<file path="src/rtl/uart_rx_pkt_ctl.sv">
// Packet framer behind the UART byte receiver: SYNC, LEN, payload[LEN], CHK (XOR of LEN and payload).
// Good payloads are buffered and streamed out over valid/ready; errors are pulsed and latched.
module uart_rx_pkt_ctl #(
    parameter logic [7:0]  SYNC_BYTE   = 8'hA5,
    parameter int unsigned MAX_LEN     = 16,
    parameter int unsigned TIMEOUT_CYC = 50000
) (
    input  logic       clk,
    input  logic       rst,
    input  logic [7:0] i_rx_data,
    input  logic       i_rx_done_sig,
    output logic [7:0] o_out_data,
    output logic       o_out_valid,
    input  logic       i_out_ready,
    output logic       o_out_last,
    output logic [7:0] o_pkt_len,
    output logic [7:0] o_pkt_cnt,
    output logic       o_err_pulse,
    output logic [2:0] o_err_code,
    output logic       o_busy
);

    localparam int unsigned PW = $clog2(MAX_LEN + 1);
    localparam int unsigned AW = (MAX_LEN > 1) ? $clog2(MAX_LEN) : 1;
    localparam int unsigned GW = $clog2(TIMEOUT_CYC + 1);

    localparam logic [7:0]    MaxLen  = 8'(MAX_LEN);
    localparam logic [GW-1:0] GapLast = GW'(TIMEOUT_CYC - 1);

    localparam logic [2:0] ErrBadLen  = 3'd1;
    localparam logic [2:0] ErrBadChk  = 3'd2;
    localparam logic [2:0] ErrOverrun = 3'd3;
    localparam logic [2:0] ErrTimeout = 3'd4;

    typedef enum logic [2:0] {
        StIdle,
        StLen,
        StPayload,
        StChk,
        StOut
    } state_e;

    state_e          r_state;
    logic [7:0]      r_len;
    logic [7:0]      r_chk;
    logic [PW-1:0]   r_wr_ptr;
    logic [PW-1:0]   r_rd_ptr;
    logic [GW-1:0]   r_gap;
    logic [7:0]      r_out_data;
    logic            r_out_valid;
    logic            r_out_last;
    logic [7:0]      r_pkt_len;
    logic [7:0]      r_pkt_cnt;
    logic            r_err_pulse;
    logic [2:0]      r_err_code;
    logic [7:0]      r_buf [MAX_LEN];

    logic            w_gap_expired;
    logic            w_wr_last;
    logic            w_handshake;
    logic            w_buf_we;
    logic [PW-1:0]   w_rd_next;

    assign w_gap_expired = (r_gap == GapLast);
    assign w_wr_last     = (8'(r_wr_ptr) == r_len - 8'd1);
    assign w_handshake   = r_out_valid & i_out_ready;
    assign w_buf_we      = (r_state == StPayload) & i_rx_done_sig;
    assign w_rd_next     = r_rd_ptr + PW'(1);

    // Payload storage is deliberately not reset.
    always_ff @(posedge clk) begin
        if (w_buf_we) begin
            r_buf[r_wr_ptr[AW-1:0]] <= i_rx_data;
        end
    end

    always_ff @(posedge clk or posedge rst) begin
        if (rst) begin
            r_state     <= StIdle;
            r_len       <= '0;
            r_chk       <= '0;
            r_wr_ptr    <= '0;
            r_rd_ptr    <= '0;
            r_gap       <= '0;
            r_out_data  <= '0;
            r_out_valid <= 1'b0;
            r_out_last  <= 1'b0;
            r_pkt_len   <= '0;
            r_pkt_cnt   <= '0;
            r_err_pulse <= 1'b0;
            r_err_code  <= '0;
        end else begin
            r_err_pulse <= 1'b0;
            unique case (r_state)
                StIdle: begin
                    r_gap <= '0;
                    if (i_rx_done_sig && i_rx_data == SYNC_BYTE) begin
                        r_state <= StLen;
                    end
                end
                StLen: begin
                    if (i_rx_done_sig) begin
                        r_gap <= '0;
                        if (i_rx_data == 8'd0 || i_rx_data > MaxLen) begin
                            r_err_pulse <= 1'b1;
                            r_err_code  <= ErrBadLen;
                            r_state     <= StIdle;
                        end else begin
                            r_len    <= i_rx_data;
                            r_chk    <= i_rx_data;
                            r_wr_ptr <= '0;
                            r_state  <= StPayload;
                        end
                    end else if (w_gap_expired) begin
                        r_err_pulse <= 1'b1;
                        r_err_code  <= ErrTimeout;
                        r_state     <= StIdle;
                    end else begin
                        r_gap <= r_gap + GW'(1);
                    end
                end
                StPayload: begin
                    if (i_rx_done_sig) begin
                        r_gap    <= '0;
                        r_chk    <= r_chk ^ i_rx_data;
                        r_wr_ptr <= r_wr_ptr + PW'(1);
                        if (w_wr_last) begin
                            r_state <= StChk;
                        end
                    end else if (w_gap_expired) begin
                        r_err_pulse <= 1'b1;
                        r_err_code  <= ErrTimeout;
                        r_state     <= StIdle;
                    end else begin
                        r_gap <= r_gap + GW'(1);
                    end
                end
                StChk: begin
                    if (i_rx_done_sig) begin
                        r_gap <= '0;
                        if (i_rx_data == r_chk) begin
                            r_rd_ptr    <= '0;
                            r_out_data  <= r_buf[AW'(0)];
                            r_out_valid <= 1'b1;
                            r_out_last  <= (r_len == 8'd1);
                            r_pkt_len   <= r_len;
                            r_pkt_cnt   <= r_pkt_cnt + 8'd1;
                            r_state     <= StOut;
                        end else begin
                            r_err_pulse <= 1'b1;
                            r_err_code  <= ErrBadChk;
                            r_state     <= StIdle;
                        end
                    end else if (w_gap_expired) begin
                        r_err_pulse <= 1'b1;
                        r_err_code  <= ErrTimeout;
                        r_state     <= StIdle;
                    end else begin
                        r_gap <= r_gap + GW'(1);
                    end
                end
                StOut: begin
                    r_gap <= '0;
                    // Incoming bytes are dropped; streaming is unaffected.
                    if (i_rx_done_sig) begin
                        r_err_pulse <= 1'b1;
                        r_err_code  <= ErrOverrun;
                    end
                    if (w_handshake) begin
                        if (r_out_last) begin
                            r_out_valid <= 1'b0;
                            r_out_last  <= 1'b0;
                            r_state     <= StIdle;
                        end else begin
                            r_rd_ptr   <= w_rd_next;
                            r_out_data <= r_buf[w_rd_next[AW-1:0]];
                            r_out_last <= (8'(w_rd_next) == r_len - 8'd1);
                        end
                    end
                end
                default: begin
                    r_state <= StIdle;
                end
            endcase
        end
    end

    assign o_out_data  = r_out_data;
    assign o_out_valid = r_out_valid;
    assign o_out_last  = r_out_last;
    assign o_pkt_len   = r_pkt_len;
    assign o_pkt_cnt   = r_pkt_cnt;
    assign o_err_pulse = r_err_pulse;
    assign o_err_code  = r_err_code;
    assign o_busy      = (r_state != StIdle);

endmodule
</file>
<file path="config.mk">
export PLATFORM = sky130hd
export DESIGN_NAME = uart_rx_pkt_ctl
export DESIGN_NICKNAME = d
export VERILOG_FILES = /design/src/rtl/uart_rx_pkt_ctl.sv
export SDC_FILE = /design/constraint.sdc
export NUM_CORES = 1
export LEC_CHECK = 0
export ABC_AREA = 0
export BUFFER_PORTS_ARGS = -buffer_cell sky130_fd_sc_hd__buf_2
export CAP_MARGIN = 40
export CELL_PAD_IN_SITES_DETAIL_PLACEMENT = 0
export CELL_PAD_IN_SITES_GLOBAL_PLACEMENT = 2
export CORE_AREA = 2 2 148 150
export CTS_CLUSTER_DIAMETER = 30
export DETAILED_ROUTE_END_ITERATION = 10
export DIE_AREA = 0 0 150 152
export PLACE_DENSITY = 0.79
export SKIP_LAST_GASP = 1
export SYNTH_ARGS = -nofsm -noshare
export SYNTH_HDL_FRONTEND = slang
export SYNTH_SLANG_ARGS = --single-unit
</file>
<file path="constraint.sdc">
create_clock -name clk -period 2.8 [get_ports clk]
set_input_delay 0.42 -clock clk [delete_from_list [all_inputs] [get_ports clk]]
set_output_delay 0.42 -clock clk [all_outputs]
set_load 0.05 [all_outputs]
</file>
==> results of run 1 <==
==> state kept, by name (all words and copies together), names as in the netlist <==
name / cells
o_out_last: 1
o_pkt_cnt: 8
r_state: 3
o_pkt_len: 8
r_chk: 8
o_out_data: 8
r_wr_ptr: 5
o_err_pulse: 1
o_out_valid: 1
r_gap: 16
o_err_code: 3
r_rd_ptr: 5
r_len: 8
r_buf: 128
==> cells by family after synthesis <==
| kind of cell | after synthesis | synth area share (%) |
|---|---|---|
| DFF | 203 | 62.66 |
| and+or+nand+nor | 174 | 10.17 |
| xor gates and xnor gates | 39 | 4.030 |
| buffers and inverters | 55 | 2.440 |
| AOI/OAI and AO/OA | 73 | 5.373 |
| muxes | 87 | 14.09 |
| adders and majority gates | 9 | 1.234 |
==> path summary, 6_finish.rpt <==
path / endpoint / cells past startpoint / startpoint / slack [ns]
worst max register to register: r_rd_ptr[0] / 6 / r_state[0] / 0.52
worst min register to register: o_pkt_cnt[7] / 1 / o_pkt_cnt[7] / 0.47
worst min-delay path: o_err_pulse / 2 / rst / 0.04
min in group clk: r_state[2] / 3 / i_out_ready / 0.26
max in group asynchronous: r_rd_ptr[0] / 3 / rst / 2.08
worst max-delay path: r_rd_ptr[0] / 6 / r_state[0] / 0.52
==> routing by layer <==
layer	vias to the layer above	GRT usage, %
li1	2627	-
met1	2908	26.93
met2	159	29.75
met3	48	4.294
met4	0	6.559
met5	-	0
==> worst max-delay path, stage by stage (launching register included) <==
cell and delay, ns:
dfrtp_1 0.53, nor2_1 0.19, and2_1 0.34, a31oi_1 0.26, a211oi_2 0.28, buf_12 0.19, mux2_2 0.34
==> power by group <==
group | switching (mW) | total [mW] | internal, mW
sequential | 0.00383 | 3.21 | 3.20
combinational | 0.0902 | 0.121 | 0.0307
clock | 1.60 | 5.11 | 3.51
==> through the flow <==
step                cell area, µm²  total power [mW]  utilization (%)
floorplan                     9129             3.303                -
finish                       11370             8.438            53.24
CTS                          11370             8.516            53.24
detailed placement            9898             3.381            46.36
global route                 11370             8.692            53.24
global placement              9898             3.377            46.36
==> cell usage in the layout, fill, tap and decap left out, types with 15 or more instances in the layout <==
cell type / count
edfxtp_1: 128
dfrtp_1: 74
mux2i_1: 43
nor2_1: 42
buf_2: 42
clkbuf_16: 41
buf_4: 36
mux4_2: 32
nand2_1: 30
xnor2_1: 22
o21ai_0: 21
nor3_1: 20
inv_1: 20
a21oi_1: 18
nand3_1: 18
xor2_1: 15
==> cell type report <==
class / count / area, µm² / share of cell area [%]
clock inverter: 26 / 389.1 / 3.423
multi-input combinational: 382 / 3186 / 28.02
clock buffer: 50 / 1080 / 9.499
sequential: 203 / 5722 / 50.34
inverter: 21 / 80.08 / 0.7045
tap: 280 / 350.3 / 3.082
timing repair buffer: 82 / 560.5 / 4.931
==> impl_metrics.ini, run 1 <==
[synthesis]
seq_area_frac_synth_pct = 62.66
synth_edf_count = 128
yosysTopAreaCellShare_pct = 42.11
avgSynthCellArea_um2 = 14.26
synth.most_common_cell = edfxtp_1
ys_types = 60
syn_nets = 661
synth_cells = 640
synth_area_leader_cell = edfxtp_1
ys_top_cells_by_count = edfxtp_1 (128), dfrtp_1 (75), mux2i_1 (43), nor2_1 (42), mux4_2 (32)
yosys_warnings = 0
synth_flop_cell = edfxtp_1
postSynth.asyncResetShare_pct = 36.95
synth_area_um2 = 9129
yosys-top-cells-area = edfxtp_1 (42%), dfrtp_1 (21%), mux4_2 (7.9%)
synth-seq-cells = 203

[placed_design]
place_inst = 968
detailedPlace.worstSlack_ns = 0.4048
place_congestion = 0.7825
port_buffers = 42
dp_hpwl_mm = 13.38

[sta]
hold_viol = 0
setup_violations = 0
slew_viol_final = 0
worst_pin_slew_ns = 0.8193
fin_ws_ns = 0.5226
hold_ws_ns = 0.04058
layout_min_cycle_time_ns = 2.277
fmax_mhz = 439.1
rsz0062_at_grt = false
period_share_pct = 81.34
final.setup.tns_ns = 0
relSlewSlack_pct = 45.32
finClkSkew_ns = 0.01868

[routing]
drc = 0
wirelength_mm = 21.00
dr_wl_met3_mm = 1.065
avgRoutedWirePerCell_um = 20.12
via_count = 5742
wl_met1_mm = 9.364
routed-wl-met2_mm = 10.01
viasPerCell = 5.500
top_layer_used = met4
drt_iter0_drc = 325
postRouteAntennaNets = 0
dr.pass1.iters = 5

[final_layout]
nets = 752
n_antenna_cell = 0
drive_above_1_share_pct = 26.18
fillers = 1833
final_cells = 1044
syn_to_final_growth_pct = 24.52

[clocking]
ctsLongestPathBuffers = 3
clock-root-buffer = clkbuf_16
cts.repair.resized = 0
post_cts_buffers = 0
cts_hold_buf = 0
cts.sinks = 203
htreeDepth = 2
numCtsBuffers = 41
worstSkewPairLatency_ns = 0.52
cts.clk_slew.worst_paths_ns = 0.05
cts_tree = yes

[critical_path]
worst-setup-path-type = flip-flop to flip-flop
startpoint_type = flip-flop
arrival_ns = 2.66
crit_path_end_kind = flip-flop
critPathMaxFanout = 13
crit_required_ns = 3.18

[job]
maxCapViolCount = 0

[grt]
grt_pass1_wl_mm = 33.73
antenna_found_initial = 0
grt-ovfl-total = 0
grt_usage_pct = 19.21
grt_start_max_net_pins = 45
grt_pass1_vias = 6013

[floorplan]
rows = 54
start_util_pct = 42.76
die_h_um = 152
die-area_um2 = 22800
die_width_um = 150
ios = 43
core_area_um2 = 21350

[power_and_ir_drop]
p_per_area_nw_per_um2 = 742.3
leakagePower_nw = 4.458
peakVddDrop_v = 0.0003634

[worst_hold_path]
min_path_type = input pin to async pin

[run_status]
status = completed
(Power assumes the default switching activity.)
==> run 2: changes to the inputs <==
==> constraint.sdc (replaced) <==
create_clock -name clk -period 2.3 [get_ports clk]
set_input_delay 0.345 -clock clk [delete_from_list [all_inputs] [get_ports clk]]
set_output_delay 0.345 -clock clk [all_outputs]
set_load 0.05 [all_outputs]
==> run 2 against run 1 <==
Net effect: final cell count is 2.1% higher; via count is 0.75% higher; wire length is 1.2% higher; critical path type unchanged; largest power group unchanged.
==> impl_metrics.ini, run 2 (same netlist as run 1, synthesis figures left out) <==
[final_layout]
final_common_cell = edfxtp_1
syn_to_final_growth_pct = 27.52
final_cell_mix = edfxtp_1 (128), dfrtp_1 (74), buf_4 (49)
n_antenna_cell = 0
drive_above_1_share_pct = 29.26
largest_register_ffs = 128
fillers = 1765
nets = 772
multi_input_area_um2 = 3226
area.sequential_um2 = 5722

[grt]
grt-ovfl-total = 0
antenna_found_initial = 0
grt_pass1_wl_mm = 34.10
grt_start_max_net_pins = 76
grt_usage_pct = 19.31
grt_pass1_vias = 6031

[critical_path]
arrival_ns = 2.60
crit_path_start = r_state[2]
worst-setup-path-type = flip-flop to flip-flop
rrSetupSlack_ns = 0.08
max_stage_delay_ns = 0.46
worstPathCellList = nor2b_1, and3_1, a31oi_1, a211oi_2, buf_4, mux2_2
critical_path.endpoint = r_rd_ptr[0]
startpoint_type = flip-flop
cpMaxStageDelayCell = dfrtp_1
crit_required_ns = 2.68
timing.rr.end = r_rd_ptr[0]
critPathMaxFanout = 7
r2r_start = r_state[2]
reg2reg_depth = 6
crit_path_end_kind = flip-flop

[floorplan]
ios = 43
start_util_pct = 42.76
die_h_um = 152
rows = 54
die_width_um = 150
die-area_um2 = 22800
core_area_um2 = 21350

[clocking]
worstSkewPairLatency_ns = 0.53
cts_tree = yes
clock-root-buffer = clkbuf_16
cts.sinks = 203
cts.clk_slew.worst_paths_ns = 0.04
numCtsBuffers = 43
ctsLongestPathBuffers = 3
htreeDepth = 2

[routing]
via_count = 5785
dr.pass1.iters = 5
top_layer_used = met4
routed-wl-met2_mm = 9.963
avgRoutedWirePerCell_um = 19.94
viasPerCell = 5.427
drc = 0
wirelength_mm = 21.26
drt_iter0_drc = 387
wl_met1_mm = 9.691
dr_wl_met3_mm = 1.185
postRouteAntennaNets = 0

[placed_design]
port_buffers = 42
place_congestion = 0.8391
dp_hpwl_mm = 13.70
detailedPlace.worstSlack_ns = 0.03980

[sta]
layout_min_cycle_time_ns = 2.217
period_share_pct = 96.37
final.setup.tns_ns = 0
fin_ws_ns = 0.08345
rsz0062_at_grt = true
hold_viol = 0
worst_pin_slew_ns = 0.7961
slew_viol_final = 0
relSlewSlack_pct = 45.55
fmax_mhz = 451.2
finClkSkew_ns = 0.03172
setup_violations = 0

[power_and_ir_drop]
design_power_total_mw = 10.41
p_per_area_nw_per_um2 = 894.4
leakagePower_nw = 4.618
peakVddDrop_v = 0.0007196

[run_status]
status = completed

[job]
maxCapViolCount = 0

[worst_hold_path]
min_path_type = input pin to flip-flop
run 2: cell count changes in the layout (fill, tap and decap cells not counted), moves of 2 or more:
| cell | change |
|---|---|
| buf_12 | +4 |
| buf_4 | +13 |
| clkbuf_1 | -5 |
| clkbuf_16 | +3 |
| clkinv_1 | +3 |
| clkinv_2 | +5 |
| inv_6 | +2 |
| nor3_1 | -3 |
| nor3_2 | +3 |
| xnor2_1 | -2 |
| xnor2_2 | +2 |
run 2: worst min path at each step:
| stage | startpoint | endpoint | slack [ns] | cells after the start |
|---|---|---|---|---|
| detailed placement | o_pkt_cnt[7] | o_pkt_cnt[7] | 0.46 | 1 |
| CTS | i_out_ready | r_state[2] | 0.13 | 3 |
| global placement | o_pkt_cnt[7] | o_pkt_cnt[7] | 0.46 | 1 |
| global route | i_out_ready | r_state[2] | 0.15 | 3 |
| floorplan | i_rx_data[0] | r_buf[0][0] | 0.44 | 0 |
| finish | i_out_ready | r_state[2] | 0.15 | 3 |
run 2: timing repair:
| action | 4_1_cts | 5_1_grt |
|---|---|---|
| resized for setup | 0 | 4 |
| endpoints found under the hold margin | 75 | 0 |
| endpoints found under the setup margin | 0 | 4 |
| buffers inserted | 0 | 0 |
| hold buffers | 1 | 0 |
run 2: area by class of cell:
class / count / area share, %
clock inverter: 33 / 3.375
timing repair buffer: 100 / 6.427
clock buffer: 47 / 9.641
tap: 280 / 3.009
sequential: 203 / 49.15
multi-input combinational: 382 / 27.71
inverter: 21 / 0.6879
run 2: worst max-delay path: cells and delay by family (launching register included):
family,cells,cell delay (ns)
buffers and inverters,1,0.20
AOI/OAI and AO/OA,2,0.40
and+or+nand+nor,2,0.69
DFF,1,0.46
muxes,1,0.33
run 2: power breakdown:
group          total (mW)  leakage (nW)  internal (mW)  switching [mW]
Clock                6.35         0.743           4.33            2.02
Sequential           3.90          2.11           3.90         0.00404
Combinational       0.157          1.76         0.0440           0.113
run 2: layer usage:
| metal | track usage, % | vias up |
|---|---|---|
| li1 | - | 2670 |
| met1 | 27.94 | 2923 |
| met2 | 29.35 | 154 |
| met3 | 3.904 | 38 |
| met4 | 6.424 | 0 |
| met5 | 0 | - |
run 2: stage by stage:
stage	utilization (%)	hold WS, ns	std cells	cell area [µm²]
detailed placement	47.26	0.4600	985	10090
global placement	47.26	0.4575	985	10090
floorplan	-	0.4439	640	9144
CTS	54.41	0.1313	1066	11620
global route	54.52	0.1499	1066	11640
finish	54.52	0.1489	1066	11640
